**src/rtl/div_if.sv**
```systemverilog
// Execute-stage divider handshake: operands and control from the pipeline,
// stall/done/result back to it.
interface div_if #(
   parameter int WIDTH = 32
);
   logic             div_start;
   logic             div_en;
   logic [1:0]       div_ctrl;
   logic [WIDTH-1:0] op_a;
   logic [WIDTH-1:0] op_b;
   logic             cache_stall;
   logic             div_stall;
   logic             div_done;
   logic [WIDTH-1:0] div_result;

   modport master (
      output div_start, div_en, div_ctrl, op_a, op_b, cache_stall,
      input  div_stall, div_done, div_result
   );

   modport slave (
      input  div_start, div_en, div_ctrl, op_a, op_b, cache_stall,
      output div_stall, div_done, div_result
   );
endinterface

```
**src/rtl/div_unit.sv**
```systemverilog
// Iterative radix-2 restoring divider for DIV/DIVU/REM/REMU.
// One quotient bit per cycle on magnitudes; signs are fixed up when the
// result register is loaded on entry to DONE.
module div_unit #(
   parameter int WIDTH = 32
) (
   input logic clk,
   input logic rst_n,
   div_if.slave bus
);
   localparam int CW = $clog2(WIDTH);

   typedef enum logic [1:0] {IDLE, CALC, DONE} state_t;

   state_t           state_q, state_d;
   logic [1:0]       ctrl_q;
   logic             neg_q, neg_r;
   logic [WIDTH-1:0] dq, rem, dvs, res;
   logic [CW-1:0]    cnt;
   logic             stall, done, load_res;

   // operand decode for the start cycle
   logic             sgn, sa, sb, div_zero, ovf, special;
   logic [WIDTH-1:0] abs_a, abs_b, special_res;

   assign sgn      = ~bus.div_ctrl[0];
   assign sa       = sgn & bus.op_a[WIDTH-1];
   assign sb       = sgn & bus.op_b[WIDTH-1];
   assign abs_a    = sa ? -bus.op_a : bus.op_a;
   assign abs_b    = sb ? -bus.op_b : bus.op_b;
   assign div_zero = (bus.op_b == '0);
   assign ovf      = sgn && (bus.op_a == {1'b1, {(WIDTH-1){1'b0}}}) && (&bus.op_b);
   assign special  = div_zero | ovf;

   // special results: quotient all-ones / remainder op_a on /0, MIN / 0 on overflow
   always_comb begin
      special_res = '0;
      if (div_zero)
         special_res = bus.div_ctrl[1] ? bus.op_a : '1;
      else if (!bus.div_ctrl[1])
         special_res = {1'b1, {(WIDTH-1){1'b0}}};
   end

   // one restoring step; the bit shifted out of rem is kept so that divisors
   // with the top bit set still compare correctly
   logic [WIDTH:0]   shifted, diff;
   logic             ge;
   logic [WIDTH-1:0] dq_n, rem_n, q_fix, r_fix;

   assign shifted = {rem, dq[WIDTH-1]};
   assign diff    = shifted - {1'b0, dvs};
   assign ge      = shifted[WIDTH] | ~diff[WIDTH];
   assign rem_n   = ge ? diff[WIDTH-1:0] : shifted[WIDTH-1:0];
   assign dq_n    = {dq[WIDTH-2:0], ge};
   assign q_fix   = neg_q ? -dq_n : dq_n;
   assign r_fix   = neg_r ? -rem_n : rem_n;

   // state register
   always_ff @(posedge clk or negedge rst_n) begin
      if (!rst_n) state_q <= IDLE;
      else        state_q <= state_d;
   end

   // next state and handshake outputs
   always_comb begin
      state_d  = state_q;
      stall    = 1'b0;
      done     = 1'b0;
      load_res = 1'b0;
      case (state_q)
         IDLE: if (bus.div_start) begin
            stall   = 1'b1;
            state_d = special ? DONE : CALC;
         end
         CALC: begin
            stall = 1'b1;
            if (!bus.div_en) state_d = IDLE;
            else if (cnt == '0) begin
               state_d  = DONE;
               load_res = 1'b1;
            end
         end
         DONE: begin
            done = bus.div_en;
            if (!bus.div_en || !bus.cache_stall) state_d = IDLE;
         end
         default: state_d = IDLE;
      endcase
   end

   // datapath: latch on start, iterate in CALC, load result on entry to DONE
   always_ff @(posedge clk or negedge rst_n) begin
      if (!rst_n) begin
         ctrl_q <= '0;
         neg_q  <= 1'b0;
         neg_r  <= 1'b0;
         dq     <= '0;
         rem    <= '0;
         dvs    <= '0;
         cnt    <= '0;
         res    <= '0;
      end else if (state_q == IDLE && bus.div_start) begin
         ctrl_q <= bus.div_ctrl;
         neg_q  <= sa ^ sb;
         neg_r  <= sa;
         dq     <= abs_a;
         dvs    <= abs_b;
         rem    <= '0;
         cnt    <= CW'(WIDTH-1);
         if (special) res <= special_res;
      end else if (state_q == CALC) begin
         dq  <= dq_n;
         rem <= rem_n;
         cnt <= cnt - 1'b1;
         if (load_res) res <= ctrl_q[1] ? r_fix : q_fix;
      end
   end

   assign bus.div_stall  = stall;
   assign bus.div_done   = done;
   assign bus.div_result = res;
endmodule

```
**src/flat_wrapper.sv**
```systemverilog
// flat-port wrapper written by rule: the top's interface ports become plain ports
module div_unit_flat 
#(
   parameter int WIDTH = 32
)
  (clk, rst_n, bus_div_start, bus_div_en, bus_div_ctrl, bus_op_a, bus_op_b, bus_cache_stall, bus_div_stall, bus_div_done, bus_div_result);
  div_if #(.WIDTH(WIDTH)) bus_i ();
  input logic clk;
  input logic rst_n;
  input wire logic [$bits(bus_i.div_start)-1:0] bus_div_start;
  input wire logic [$bits(bus_i.div_en)-1:0] bus_div_en;
  input wire logic [$bits(bus_i.div_ctrl)-1:0] bus_div_ctrl;
  input wire logic [$bits(bus_i.op_a)-1:0] bus_op_a;
  input wire logic [$bits(bus_i.op_b)-1:0] bus_op_b;
  input wire logic [$bits(bus_i.cache_stall)-1:0] bus_cache_stall;
  output wire logic [$bits(bus_i.div_stall)-1:0] bus_div_stall;
  output wire logic [$bits(bus_i.div_done)-1:0] bus_div_done;
  output wire logic [$bits(bus_i.div_result)-1:0] bus_div_result;
  assign bus_i.div_start = bus_div_start;
  assign bus_i.div_en = bus_div_en;
  assign bus_i.div_ctrl = bus_div_ctrl;
  assign bus_i.op_a = bus_op_a;
  assign bus_i.op_b = bus_op_b;
  assign bus_i.cache_stall = bus_cache_stall;
  assign bus_div_stall = bus_i.div_stall;
  assign bus_div_done = bus_i.div_done;
  assign bus_div_result = bus_i.div_result;
  div_unit #(.WIDTH(WIDTH)) u_core (.clk(clk), .rst_n(rst_n), .bus(bus_i));
endmodule
```
**config.mk**
```make
export PLATFORM = sky130hd
export DESIGN_NAME = div_unit_flat
export DESIGN_NICKNAME = d
export VERILOG_FILES = /design/src/rtl/div_if.sv /design/src/rtl/div_unit.sv /design/src/flat_wrapper.sv
export SDC_FILE = /design/constraint.sdc
export NUM_CORES = 1
export LEC_CHECK = 0
export CORE_MARGIN = 5
export CORE_UTILIZATION = 60
export CTS_CLUSTER_DIAMETER = 120
export DETAILED_ROUTE_END_ITERATION = 16
export PLACE_DENSITY_LB_ADDON = 0.08
export SLEW_MARGIN = 20
export SYNTH_ARGS = -nofsm -noshare
export SYNTH_HDL_FRONTEND = slang
export SYNTH_SLANG_ARGS = --single-unit
export TNS_END_PERCENT = 100
```
**constraint.sdc**
```tcl
create_clock -name clk -period 7.6 [get_ports clk]
set_input_delay 0.76 -clock clk [delete_from_list [all_inputs] [get_ports clk]]
set_output_delay 0.76 -clock clk [all_outputs]
set_load 0.02 [all_outputs]
```
==> flow_summary_export.csv, run 1 <==
group,metric,value,unit
sta,worst_pin_slew,1.04,ns
floorplan,ios,105,
setup_path,worst_ep_arrival_time,5.83,ns
setup_path,cp_max_fo,10,
global_route,grt.overflow.total,0,
sta,max-slew-margin-rel,30.4,%
placed_design,pre_cts_ws,2.21,ns
sta,period_share,72.4,%
placed_design,io_buffers,104,
clock_network,path_clk_slew,0.06,ns
clock_network,cts.root.buffer_cell,"clkbuf_16",
synthesis,ys.flop_type,"dfrtp_1",
synthesis,async_flop_share,100,%
layout,synthToLayoutAreaGrowth,15.2,%
status,status,"finished clean",
clock_network,cts_buffer_depth,2,
synthesis,ys_seq_area_share,29.7,%
placed_design,dp_hpwl,29900,µm
setup_path,slowest_delay,0.60,ns
pwr,vdd_drop_max,0.221,mV
placed_design,place_congestion,1.04,
clock_network,cts_tree,"yes",
synthesis,syn_inst,1520,
global_route,grt_max_degree,85,
synthesis,synth_edf_count,0,
setup_path,timing.rr.start,"u_core.dq[31]",
setup_path,critPathBufInv,1,
clock_network,ctsHoldBuffers,0,
drt,ant_nets,0,
setup_path,crit_required,7.93,ns
worst_hold_path,hold_class,"input pin to async pin",
floorplan,start_util,60.4,%
sta,skew,0.0122,ns
clock_network,cts_resized,0,
sta,rsz0062_at_grt,"false",
clock_network,post-cts-setup-buffers,0,
layout,insertedDiodeCount,0,
global_route,track_usage,35.5,%
setup_path,r2r_cells,19,
synthesis,synth.area.top_cells,"dfrtp_1 (30%), nand2_1 (7.9%), o21ai_0 (6.1%)",
pwr,powerDensity,395,nW/µm²
floorplan,die_w,149,µm
synthesis,synth_cell_types,84,
sta,maxSlewViolCount,0,
setup_path,crit_family,"simple AND/OR/NAND/NOR gates",
setup_path,cp.depth,19,
floorplan,core-area,19300,µm²
sta,finalSetupViolations,0,
setup_path,endpoint_kind,"register",
drt,wirelength,39700,µm
clock_network,cts_sinks,138,
global_route,grt_pass1_wl,61600,µm
synthesis,synth.top_cell.area_share,29.7,%
sta,fin_crit,5.50,ns
setup_path,cpMaxStageDelayCell,"nor4b_1",
clock_network,numCtsBuffers,17,
clock_network,worstSkewPairLatency,0.44,ns
pwr,power.leakage,5.53,nW
setup_path,r2r_slack,2.10,ns
floorplan,fp.dieH,149,µm
global_route,grt_pass1_vias,11200,
drt,drt-pass1-iter-count,7,
setup_path,path_class,"register to register",
floorplan,fp-row-count,51,
layout,layout-drive-gt1-share,5.21,%
layout,final_util,69.6,%
synthesis,netlist_area,11600,µm²
clock_network,cts_max_level,4,
sta,finalWorstSetupSlack,2.10,ns
setup_path,start_kind,"register",
drt,drt-vias-per-instance,6.45,
sta,whs,0.255,ns
drt,drt_first_iter_violations,1196,
floorplan,die_area,22300,µm²
layout,fillers,1652,
synthesis,synth.net_count,1631,
sta,fmax,182,MHz
sta,timing.setup.tns,0,ns
flow_run,drv_cap,0,
drt,drc_errors,0,
synthesis,yosys_warnings,0,
layout,nets,1690,
global_route,antenna_found_initial,1,
synthesis,syn_area_per_cell,7.66,µm²
drt,routedWlPerCell,21.4,µm
synthesis,ys_ff_latch,138,
setup_path,r2r_end,"u_core.bus.div_result[28]",
sta,hold_viol_final,0,
setup_path,path_cells,"inv_1 > ha_1 > fa_1 > nor2b_1 > o31ai_2 > a2111oi_2 > o211ai_1 > nand2_2 > nand2_1 > o21ai_0 > ha_1 > nand3_1 > nor4b_1 > o211ai_1 > o31a_1 > or4_1 > nor4_2 > mux2i_1 > a221oi_1",
pwr,total_power,0.00529,W
drt,via_count,12000,
synthesis,yosysTopAreaCell,"dfrtp_1",
## layout by cell type, fill, tap and decap left out, types with 18 or more instances in the layout
master           netlist  final
inv_1                 61     61
xnor2_1               79     79
nor3_1                32     32
a21oi_1               76     76
o21ai_0              143    142
nor2_1               138    137
or3_1                 22     22
nand2_1              244    242
dfrtp_1              138    137
a31oi_1               43     43
o31ai_1               43     43
ha_1                  39     39
nand3_1               21     21
clkdlybuf4s50_1        0    103
mux2i_1               20     20
or4_1                 18     18
xor2_1                56     56
## Yosys cell counts (all sizes together) (13+ instances only)
| master | instances |
|---|---|
| a211oi | 13 |
| nand2 | 244 |
| a31oi | 43 |
| o221ai | 14 |
| o41ai | 14 |
| o21ai | 152 |
| or4 | 18 |
| nor3 | 32 |
| ha | 39 |
| mux2i | 20 |
| a21oi | 78 |
| nand2b | 13 |
| nand4 | 14 |
| dfrtp | 138 |
| clkbuf | 63 |
| xnor2 | 79 |
| buf | 15 |
| nand3 | 21 |
| nor2 | 138 |
| inv | 62 |
| or3 | 22 |
| nor4 | 16 |
| a21o | 17 |
| o31ai | 44 |
| xor2 | 56 |
## state kept, by name (all words and copies together), names as in the netlist
signal	flops
u_core.bus.div_result	32
u_core.cnt	5
u_core.ctrl_q	1
u_core.dq	32
u_core.dvs	32
u_core.neg_q	1
u_core.neg_r	1
u_core.rem	32
u_core.state_q	2
## report_power, final
part	total [W]	internal (W)	switching [W]
clock	0.000842	0.000469	0.000373
combinational	0.00329	0.00118	0.00211
sequential	0.00116	0.000920	0.000239
## layer usage
layer / GRT usage (%) / wire length [µm] / share of wire [%]
met1: 49.2 / 16700 / 42
met2: 52.3 / 17000 / 43
met3: 11.9 / 4690 / 12
met4: 11.5 / 1320 / 3.3
met5: 0 / 19 / 0.048
## worst max path at each step
stage	startpoint	endpoint
2_1_floorplan	u_core.dq[31]	u_core.bus.div_result[28]
3_3_place_gp	u_core.dq[31]	u_core.bus.div_result[20]
3_5_place_dp	bus_op_b[14]	u_core.bus.div_result[28]
4_1_cts	u_core.dq[31]	u_core.bus.div_result[28]
5_1_grt	u_core.dq[31]	u_core.bus.div_result[26]
6_report	u_core.dq[31]	u_core.bus.div_result[28]
## cells by family (layout without fill, tap and decap cells)
logic type / count (synthesis) / count (layout) / synth area share, %
adder cells (fa/ha/maj): 40 / 40 / 4.36
XOR/XNOR: 135 / 135 / 10.2
AND/OR/NAND/NOR: 582 / 582 / 23.4
flip-flops: 138 / 138 / 29.7
buffers and inverters: 140 / 212 / 4.74
AO/OA/AOI/OAI: 464 / 464 / 25.9
multiplexers: 21 / 21 / 1.82
## final cells by class
class	count	area (µm²)	area share (%)
sequential	138	3450	25.8
timing repair buffer	118	1150	8.58
inverter	62	233	1.74
clock inverter	13	136	1.02
clock buffer	19	443	3.30
tap	265	332	2.47
multi-input combinational	1242	7660	57.1
## per-stage QoR
stage | cells | area [µm²]
floorplan | 1520 | 11600
global placement | 1825 | 12800
detailed placement | 1825 | 12800
CTS | 1857 | 13400
global route | 1857 | 13400
finish | 1857 | 13400
No activity file was read; power rests on OpenSTA's default activity.
==> inputs of run 2 (changes only) <==
CORE_UTILIZATION = 54   (was 60)
clock period = 4.85 ns   (was 7.6 ns; I/O delays follow)
==> run 2 against run 1 <==
  * Fmax increased by 18%
  * Final area increased by 3.2%
  * Cell count up 2.4%
  * Global-route usage decreased by 1.8 points
  * Sequential share of layout area shrank 0.81 points
  * Core utilization fell by 4.1 points
  * Flip-flop and latch count is the same
  * Die area grew 10%
  * Non-clock buffer count up 35
  * Largest power group unchanged
==> flow_summary_export.csv, run 2 (synthesized netlist as in run 1, its figures left out) <==
group,metric,value,unit
status,status,"finished clean",
setup_path,timing.rr.start,"u_core.dq[31]",
drt,routedWlPerCell,22.0,µm
drt,ant_nets,0,
layout,final_util,65.5,%
pwr,power.leakage,5.75,nW
pwr,switching_share,50.6,%
global_route,grt.overflow.total,0,
global_route,antenna_found_initial,0,
setup_path,start_kind,"register",
clock_network,cts_max_level,4,
sta,period_share,95.9,%
clock_network,worstSkewPairLatency,0.43,ns
setup_path,worst_ep_arrival_time,5.00,ns
drt,drt-pass1-iter-count,5,
drt,via_count,12300,
global_route,grt_use_met2,48.3,%
pwr,powerDensity,637,nW/µm²
pwr,total_power,0.00882,W
clock_network,cts_tree,"yes",
setup_path,r2r_cells,19,
layout,final_cell_mix,"nand2_1 (242), o21ai_0 (142), dfrtp_1 (138)",
setup_path,r2r_slack,0.20,ns
layout,nets,1725,
layout,synthToLayoutAreaGrowth,18.9,%
sta,finalSetupViolations,0,
sta,max-slew-margin-rel,24.5,%
placed_design,io_buffers,104,
global_route,gr-usage-met1,47.3,%
floorplan,fp-row-count,53,
sta,fin_crit,4.65,ns
setup_path,crit_required,5.19,ns
floorplan,ios,105,
sta,hold_viol_final,0,
sta,fmax,215,MHz
layout,design_area,13800,µm²
global_route,grt_util_met3,11.6,%
placed_design,dp_cells,1866,
drt,drt_first_iter_violations,1510,
floorplan,die_area,24600,µm²
pwr,switching_power,0.00447,W
global_route,grt_max_degree,103,
pwr,intPower,0.00436,W
floorplan,die_w,157,µm
pwr,p_seq_share,20.3,%
global_route,grt_pass1_wl,64400,µm
floorplan,fp.dieH,157,µm
flow_run,drv_cap,0,
clock_network,path_clk_slew,0.07,ns
setup_path,cp_max_fo,6,
sta,maxSlewViolCount,0,
placed_design,dp_hpwl,31600,µm
drt,wirelength,41800,µm
pwr,vdd_drop_max,0.398,mV
drt,drt-vias-per-instance,6.45,
global_route,top_usage_layer,"met2",
layout,layout-drive-gt1-share,8.05,%
placed_design,place_congestion,1.02,
pwr,combPwrFrac,63.1,%
layout,insertedDiodeCount,0,
floorplan,start_util,55.0,%
layout,fillers,1882,
clock_network,numCtsBuffers,17,
layout,fin_cells,1902,
clock_network,cts_sinks,138,
drt,drc_errors,0,
clock_network,cts_buffer_depth,2,
placed_design,place_area,13100,µm²
worst_hold_path,hold_class,"input pin to async pin",
sta,whs,0.110,ns
layout,final_common_cell,"nand2_1",
sta,skew,0.0112,ns
setup_path,path_class,"register to register",
clock_network,cts.root.buffer_cell,"clkbuf_16",
pwr,clockPowerShare,16.5,%
sta,worst_pin_slew,1.13,ns
global_route,track_usage,33.6,%
floorplan,core-area,21200,µm²
clock_network,ctsHoldBuffers,0,
setup_path,r2r_end,"u_core.bus.div_result[28]",
setup_path,endpoint_kind,"register",
global_route,grt_pass1_vias,11400,
## run 2: how the worst max path moves through the flow
stage | startpoint | endpoint | slack [ns] | cells past startpoint
floorplan | u_core.rem[8] | u_core.bus.div_result[28] | 0.008 | 21
global placement | u_core.dq[31] | u_core.bus.div_result[26] | 0.24 | 18
detailed placement | u_core.dq[31] | u_core.bus.div_result[26] | 0.16 | 18
CTS | u_core.dq[31] | u_core.bus.div_result[26] | 0.12 | 18
global route | u_core.dq[31] | u_core.bus.div_result[28] | -0.05 | 19
finish | u_core.dq[31] | u_core.bus.div_result[28] | 0.20 | 19
## run 2: critical path: stages, from the launching register on
cell,delay [ns]
dfrtp_1,0.40
inv_1,0.10
ha_1,0.18
fa_2,0.26
nor2b_4,0.07
o31ai_4,0.34
a2111oi_4,0.12
o211ai_1,0.26
nand2_2,0.18
inv_2,0.09
ha_1,0.15
nand2_1,0.12
or2_1,0.26
nand2b_1,0.18
or3_4,0.42
or4_1,0.55
o31ai_2,0.24
xnor2_1,0.18
o221ai_2,0.19
a221oi_2,0.28
## run 2: routing by layer
| metal | part of all wire (%) | routed length [µm] |
|---|---|---|
| met5 | 0.15 | 62 |
| met4 | 3.2 | 1350 |
| met3 | 12 | 5030 |
| met2 | 42 | 17700 |
| met1 | 42 | 17700 |
## run 2: power groups by stage
stage | clock network, W | registers (W) | logic (W)
after CTS | 0.00147 | 0.00178 | 0.00535
after detailed placement | 0 | 0.00179 | 0.00531
after global routing | 0.00151 | 0.00182 | 0.00600
final | 0.00146 | 0.00179 | 0.00557
after global placement | 0 | 0.00178 | 0.00528
after floorplan | 0 | 0.00170 | 0.00372
## run 2: per-stage QoR
stage,TNS [ns],worst slack [ns]
after floorplan,0,0.00812
after global placement,0,0.236
after detailed placement,0,0.159
after CTS,0,0.124
after global routing,-0.0697,-0.0459
final,0,0.197
## run 2: repair_timing
action,in CTS,in global routing
endpoints found under the setup margin,0,12
resized for setup,0,12
setup buffers,0,4
hold endpoints to repair,0,0
## run 2: final cells by class
cell class	instances	area, µm²	area share (%)
multi-input combinational	1242	7770	56.1
timing repair buffer	153	1410	10.2
clock inverter	14	208	1.50
sequential	138	3450	24.9
tap	275	344	2.49
inverter	62	233	1.68
clock buffer	18	429	3.10
